## src/rtl/wb_burst_master.sv

```systemverilog
// -----------------------------------------------------------------------------
// wb_burst_master
//
// Single-port Wishbone B3 initiator. Converts a command (start address, beat
// count, direction) plus a write/read data stream into one incrementing
// Wishbone burst: cti 3'b010 on intermediate beats, 3'b111 on the last beat,
// 3'b000 for single-beat commands, bte always linear.
//
// Ports
//   wb_clk, wb_rst_n          clock, asynchronous active-low reset
//   cmd_valid_i/cmd_ready_o   command handshake (ready only in IDLE)
//   cmd_adr_i, cmd_len_i,     byte start address ([1:0] ignored), beat count,
//   cmd_we_i                  direction (1 = write)
//   wdat_i, wsel_i, wvalid_i  write stream; wready_o pulses per written beat
//   rdat_o, rvalid_o,         read stream; rvalid_o/rdat_o pass through in the
//   rready_i                  ack cycle, rready_i gates the strobe
//   done_o, err_o             one-cycle completion pulse, err_o qualifies it
//   wb_*                      Wishbone B3 initiator signals
//
// Build option
//   WB_BURST_MASTER_TIMEOUT_EN  when defined, a watchdog ends the burst with an
//                               error after TIMEOUT strobed cycles without ack.
// -----------------------------------------------------------------------------
module wb_burst_master #(
  parameter int LEN_WIDTH = 8,
  parameter int TIMEOUT   = 1024
) (
  input  logic                 wb_clk,
  input  logic                 wb_rst_n,
  input  logic                 cmd_valid_i,
  output logic                 cmd_ready_o,
  input  logic [31:0]          cmd_adr_i,
  input  logic [LEN_WIDTH-1:0] cmd_len_i,
  input  logic                 cmd_we_i,
  input  logic [31:0]          wdat_i,
  input  logic [3:0]           wsel_i,
  input  logic                 wvalid_i,
  output logic                 wready_o,
  output logic [31:0]          rdat_o,
  output logic                 rvalid_o,
  input  logic                 rready_i,
  output logic                 done_o,
  output logic                 err_o,
  output logic [31:0]          wb_adr_o,
  output logic                 wb_cyc_o,
  output logic                 wb_stb_o,
  output logic [2:0]           wb_cti_o,
  output logic [1:0]           wb_bte_o,
  output logic                 wb_we_o,
  output logic [3:0]           wb_sel_o,
  output logic [31:0]          wb_dat_o,
  input  logic [31:0]          wb_dat_i,
  input  logic                 wb_ack_i,
  input  logic                 wb_err_i
);

  typedef enum logic [1:0] {
    IDLE = 2'd0,
    BUS  = 2'd1,
    DONE = 2'd2
  } state_e;

  state_e               state_q, state_d;
  logic [31:0]          adr_q, adr_d;
  logic                 we_q, we_d;
  logic [LEN_WIDTH-1:0] rem_q, rem_d;
  logic [2:0]           cti_q, cti_d;
  logic                 cyc_q, cyc_d;
  logic                 done_q, done_d;
  logic                 err_q, err_d;
  logic                 ready_q, ready_d;

  logic in_bus;
  logic stb;
  logic bus_err;
  logic beat_ok;
  logic wd_expired;

  // The strobe follows the data stream so a stalled client simply pauses the
  // burst while cyc stays asserted.
  assign in_bus  = (state_q == BUS);
  assign stb     = in_bus & (we_q ? wvalid_i : rready_i);
  assign bus_err = stb & wb_err_i;
  // An error in the same cycle as ack wins: that beat is not counted.
  assign beat_ok = stb & wb_ack_i & ~wb_err_i;

`ifdef WB_BURST_MASTER_TIMEOUT_EN
  localparam int WD_W = $clog2(TIMEOUT + 1);

  logic [WD_W-1:0] wd_q, wd_d;

  always_comb begin
    wd_d = wd_q;
    if (!in_bus || (stb && wb_ack_i) || wb_err_i) begin
      wd_d = '0;
    end else if (stb) begin
      wd_d = wd_q + WD_W'(1);
    end
  end

  // Fires on the TIMEOUT-th consecutive unacknowledged strobe cycle.
  assign wd_expired = stb & ~wb_ack_i & ~wb_err_i & (wd_q == WD_W'(TIMEOUT - 1));

  always_ff @(posedge wb_clk or negedge wb_rst_n) begin
    if (!wb_rst_n) begin
      wd_q <= '0;
    end else begin
      wd_q <= wd_d;
    end
  end
`else
  assign wd_expired = 1'b0;
`endif

  always_comb begin
    // NOTE: every signal gets a default before the case so no path leaves one
    // unassigned, which would otherwise infer a latch.
    state_d = state_q;
    adr_d   = adr_q;
    we_d    = we_q;
    rem_d   = rem_q;
    cti_d   = cti_q;
    err_d   = 1'b0;

    unique case (state_q)
      IDLE: begin
        if (cmd_valid_i) begin
          if (cmd_len_i == '0) begin
            state_d = DONE;
            err_d   = 1'b1;
          end else begin
            state_d = BUS;
            adr_d   = cmd_adr_i & 32'hFFFF_FFFC;
            we_d    = cmd_we_i;
            rem_d   = cmd_len_i;
            cti_d   = (cmd_len_i == LEN_WIDTH'(1)) ? 3'b000 : 3'b010;
          end
        end
      end
      BUS: begin
        if (bus_err || wd_expired) begin
          state_d = DONE;
          err_d   = 1'b1;
          cti_d   = 3'b000;
        end else if (beat_ok) begin
          adr_d = adr_q + 32'd4;
          rem_d = rem_q - LEN_WIDTH'(1);
          if (rem_q == LEN_WIDTH'(1)) begin
            state_d = DONE;
            cti_d   = 3'b000;
          end else if (rem_q == LEN_WIDTH'(2)) begin
            // The beat after this one is the last of a multi-beat burst.
            cti_d = 3'b111;
          end
        end
      end
      DONE: begin
        state_d = IDLE;
      end
      default: begin
        state_d = IDLE;
      end
    endcase

    // Bus-facing status is registered from the next state so it changes
    // cleanly on the clock edge.
    cyc_d   = (state_d == BUS);
    done_d  = (state_d == DONE);
    ready_d = (state_d == IDLE);
  end

  always_ff @(posedge wb_clk or negedge wb_rst_n) begin
    // NOTE: sequential state uses non-blocking assignments so every flop
    // samples the pre-edge values, independent of statement order.
    if (!wb_rst_n) begin
      state_q <= IDLE;
      adr_q   <= '0;
      we_q    <= 1'b0;
      rem_q   <= '0;
      cti_q   <= 3'b000;
      cyc_q   <= 1'b0;
      done_q  <= 1'b0;
      err_q   <= 1'b0;
      ready_q <= 1'b1;
    end else begin
      state_q <= state_d;
      adr_q   <= adr_d;
      we_q    <= we_d;
      rem_q   <= rem_d;
      cti_q   <= cti_d;
      cyc_q   <= cyc_d;
      done_q  <= done_d;
      err_q   <= err_d;
      ready_q <= ready_d;
    end
  end

  assign cmd_ready_o = ready_q;
  assign done_o      = done_q;
  assign err_o       = err_q;
  assign wb_adr_o    = adr_q;
  assign wb_cyc_o    = cyc_q;
  assign wb_stb_o    = stb;
  assign wb_cti_o    = cti_q;
  assign wb_bte_o    = 2'b00;
  assign wb_we_o     = we_q;
  assign wb_sel_o    = we_q ? wsel_i : 4'hF;
  assign wb_dat_o    = wdat_i;
  assign wready_o    = we_q & beat_ok;
  assign rvalid_o    = ~we_q & beat_ok;
  assign rdat_o      = wb_dat_i;

endmodule

```

## config.mk

```make
export PLATFORM = sky130hd
export DESIGN_NAME = wb_burst_master
export DESIGN_NICKNAME = d
export VERILOG_FILES = /design/src/rtl/wb_burst_master.sv
export SDC_FILE = /design/constraint.sdc
export NUM_CORES = 1
export LEC_CHECK = 0
export CORE_MARGIN = 2
export CORE_UTILIZATION = 36
export DETAILED_ROUTE_END_ITERATION = 16
export GPL_TIMING_DRIVEN = 0
export PLACE_DENSITY = 0.91
export SLEW_MARGIN = 15
export SYNTH_ARGS = -nofsm -noshare
export SYNTH_HDL_FRONTEND = slang
export SYNTH_SLANG_ARGS = --single-unit
```

## constraint.sdc

```tcl
create_clock -name wb_clk -period 2.6 [get_ports wb_clk]
set_clock_uncertainty 0.05 [all_clocks]
set_input_delay 0.26 -clock wb_clk [delete_from_list [all_inputs] [get_ports wb_clk]]
set_output_delay 0.26 -clock wb_clk [all_outputs]
set_load 0.05 [all_outputs]
```

==> results_dict.tcl <==
set metrics [dict create \
    drc 0 \
    ys_warn_count 0 \
    vias 3831 \
    ys_seq_area_share_pct 34.77 \
    hold_class "in -> async" \
    rsz0062_at_grt "no" \
    worstPathArrival_ps 2150 \
    dpl_cell_area_um2 5132 \
    wire_per_inst_um 16.66 \
    grt_pass1_wl_mm 17.45 \
    design_area_um2 5224 \
    required_ps 2290 \
    die_w_um 101.0 \
    ys_ff_latch 47 \
    routedLengthMet1_mm 4.266 \
    endpoint "rvalid_o" \
    layout_common_cells "clkdlybuf4s50_1, buf_4, dfrtp_1" \
    initial_core_util_pct 36.82 \
    routed_wl_mm 11.48 \
    cp_max_fo 9 \
    rows 35 \
    synth-edff-count 0 \
    relSlewSlack_pct 56.36 \
    critPathKind "reg -> out" \
    highest_layer "met4" \
    areaGrowthSynthToFinish_pct 54.29 \
    synth_area_per_cell_um2 8.298 \
    final_common_cell "clkdlybuf4s50_1" \
    clockRootBuffer "clkbuf_8" \
    io_buffers 158 \
    start_kind "flip-flop" \
    core-area_um2 9196 \
    drv_slew 0 \
    reg2reg_from "wb_adr_o[2]$_DFFE_PN0P_" \
    drive_above_1_share_pct 18.51 \
    power.density_nw_per_um2 1153 \
    cts_sinks 47 \
    ff2ff_path_depth 7 \
    cp-startpoint "wb_we_o$_DFFE_PN0P_" \
    syn_inst 408 \
    cpMaxStageDelayCell "dlygate4sd2_1" \
    drt_iter0_drc 379 \
    num-nets-final 698 \
    endpoint_kind "output pin" \
    dieHeight_um 101.0 \
    drv_cap 0 \
    cp_slowest_stage_delay_ps 560 \
    peakVddDrop_mv 0.6036 \
    synthTopCellsByArea "dfrtp_1, buf_4, a21oi_1, nand2_1, nor2_1" \
    cp.depth 4 \
    gp_congestion 0.9363 \
    netlist.area_leader.share_pct 34.00 \
    tns_ps 0 \
    vias_per_cell 5.560 \
    dr_wl_met2_mm 5.708 \
    cts_setup_buffers 0 \
    htreeDepth 2 \
    grt_overflow 0 \
    clk_latency_ps 300 \
    synthFlopType "dfrtp_1" \
    finalSetupViolCount 0 \
    grt_pass1_vias 3605 \
    max_freq_ghz 0.4063 \
    clockBufferDepth 2 \
    final_antenna_net_count 0 \
    pin_count 229 \
    finalCritPeriodShare_pct 94.67 \
    yosys.area.top_type "dfrtp_1" \
    hold_viol_final 0 \
    status "finished, final reports clean" \
    grtUsageTotal_pct 21.33 \
    syn_area_um2 3386 \
    dpl.hpwl_mm 8.857 \
    dr.pass1.iters 6 \
    tritoncts "done" \
    cts_buffers 5 \
    cp_top_family "buffers and inverters" \
    die_area_um2 10200 \
    crit_buf_inv 1 \
    wl_met3_mm 1.244 \
    path_cells "mux2_2 -> nand4b_1 -> nor2_1 -> dlygate4sd2_1" \
    grt_max_degree 27 \
    clkTransAtPathRegs_ps 90 \
    antenna_found_initial 0 \
    leakagePower_nw 2.173 \
    synthDistinctLibCells 54 \
    rrSetupSlack_ps 330 \
    min_period_ps 2461 \
    power_mw 6.025 \
    worstMarginPinSlew_ps 654.6 \
    ys_async_sr_fraction_pct 100.0 \
    n_antenna_cell 0 \
    r2r-end "wb_adr_o[24]$_DFFE_PN0P_" \
]
[logic make-up after synthesis]
| logic type | count (synthesis) | synth area share (%) |
|---|---|---|
| flip-flops | 47 | 34.77 |
| AND/OR/NAND/NOR | 128 | 19.59 |
| other | 1 | 0.1108 |
| adder cells (fa/ha/maj) | 4 | 1.478 |
| multiplexers | 3 | 0.9608 |
| buffers and inverters | 100 | 19.48 |
| AO/OA/AOI/OAI | 125 | 23.61 |
[routing by layer]
metal  vias to the layer above  track usage, %
met5                         -               0
met4                         0           6.445
met3                        31           4.230
met2                       272           35.23
met1                      1789           28.27
li1                       1739               -
[power by group]
group / internal (mW) / switching, mW
Sequential: 1.08 / 0.428
Clock: 0.209 / 0.252
Combinational: 1.40 / 2.65
[synth_stat cells (6+ instances only)]
cell type and count:
buf_2 7, a31oi_1 6, nor2_1 30, o21ai_0 22, o22a_1 6, nand2b_1 6, dfrtp_1 46, nand3_1 14
o22ai_1 15, inv_1 7, clkbuf_1 13, nand4_1 12, a21oi_1 43, nand2_1 31, buf_4 71, nor3_1 9
[worst min-delay path by stage]
stage                                  startpoint  depth (start not counted)  slack (ps)                       to
after floorplan                          wb_rst_n                          0         -90         done_o$_DFF_PN0_
after global placement    wb_cti_o[0]$_DFFE_PN0P_                          1         460  wb_cti_o[0]$_DFFE_PN0P_
after detailed placement                 wb_rst_n                          1         220     rem_q[1]$_DFFE_PN0P_
after CTS                                wb_rst_n                          2         430     rem_q[1]$_DFFE_PN0P_
after global routing                     wb_rst_n                          2         470  wb_cti_o[0]$_DFFE_PN0P_
final                                    wb_rst_n                          2         420     state_q[1]$_DFF_PN0_
[registers in the layout, summed over array words and instances (netlist names)]
register     flops
state_q          2
cmd_ready_o      1
wb_adr_o        30
done_o           1
wb_cti_o         2
wb_cyc_o         1
wb_we_o          1
rem_q            8
err_o            1
[stage by stage]
step / util (%) / hold slack (ps) / worst slack, ps / cells
finish: 56.80 / 416.2 / 138.6 / 689
global route: 56.80 / 470.8 / 38.21 / 689
CTS: 56.84 / 428.0 / 13.66 / 689
detailed placement: 55.81 / 216.8 / -120.1 / 681
global placement: 55.65 / 465.0 / -90.24 / 680
floorplan: - / -85.59 / 354.1 / 411
[layout make-up]
type                       instances  area, um2
fill                             814       3973
timing repair buffer             160       1599
multi-input combinational        264       1560
sequential                        47       1177
buffer                            93      634.4
tap                              111      138.9
clock buffer                       6      82.58
inverter                           7      26.28
clock inverter                     1      5.005
[timing repair]
action	CTS	global route
setup endpoints to repair	3	1
hold buffers	1	0
resized for setup	4	2
endpoints found under the hold margin	20	0
Note: power is estimated with default switching activity, not from simulation.
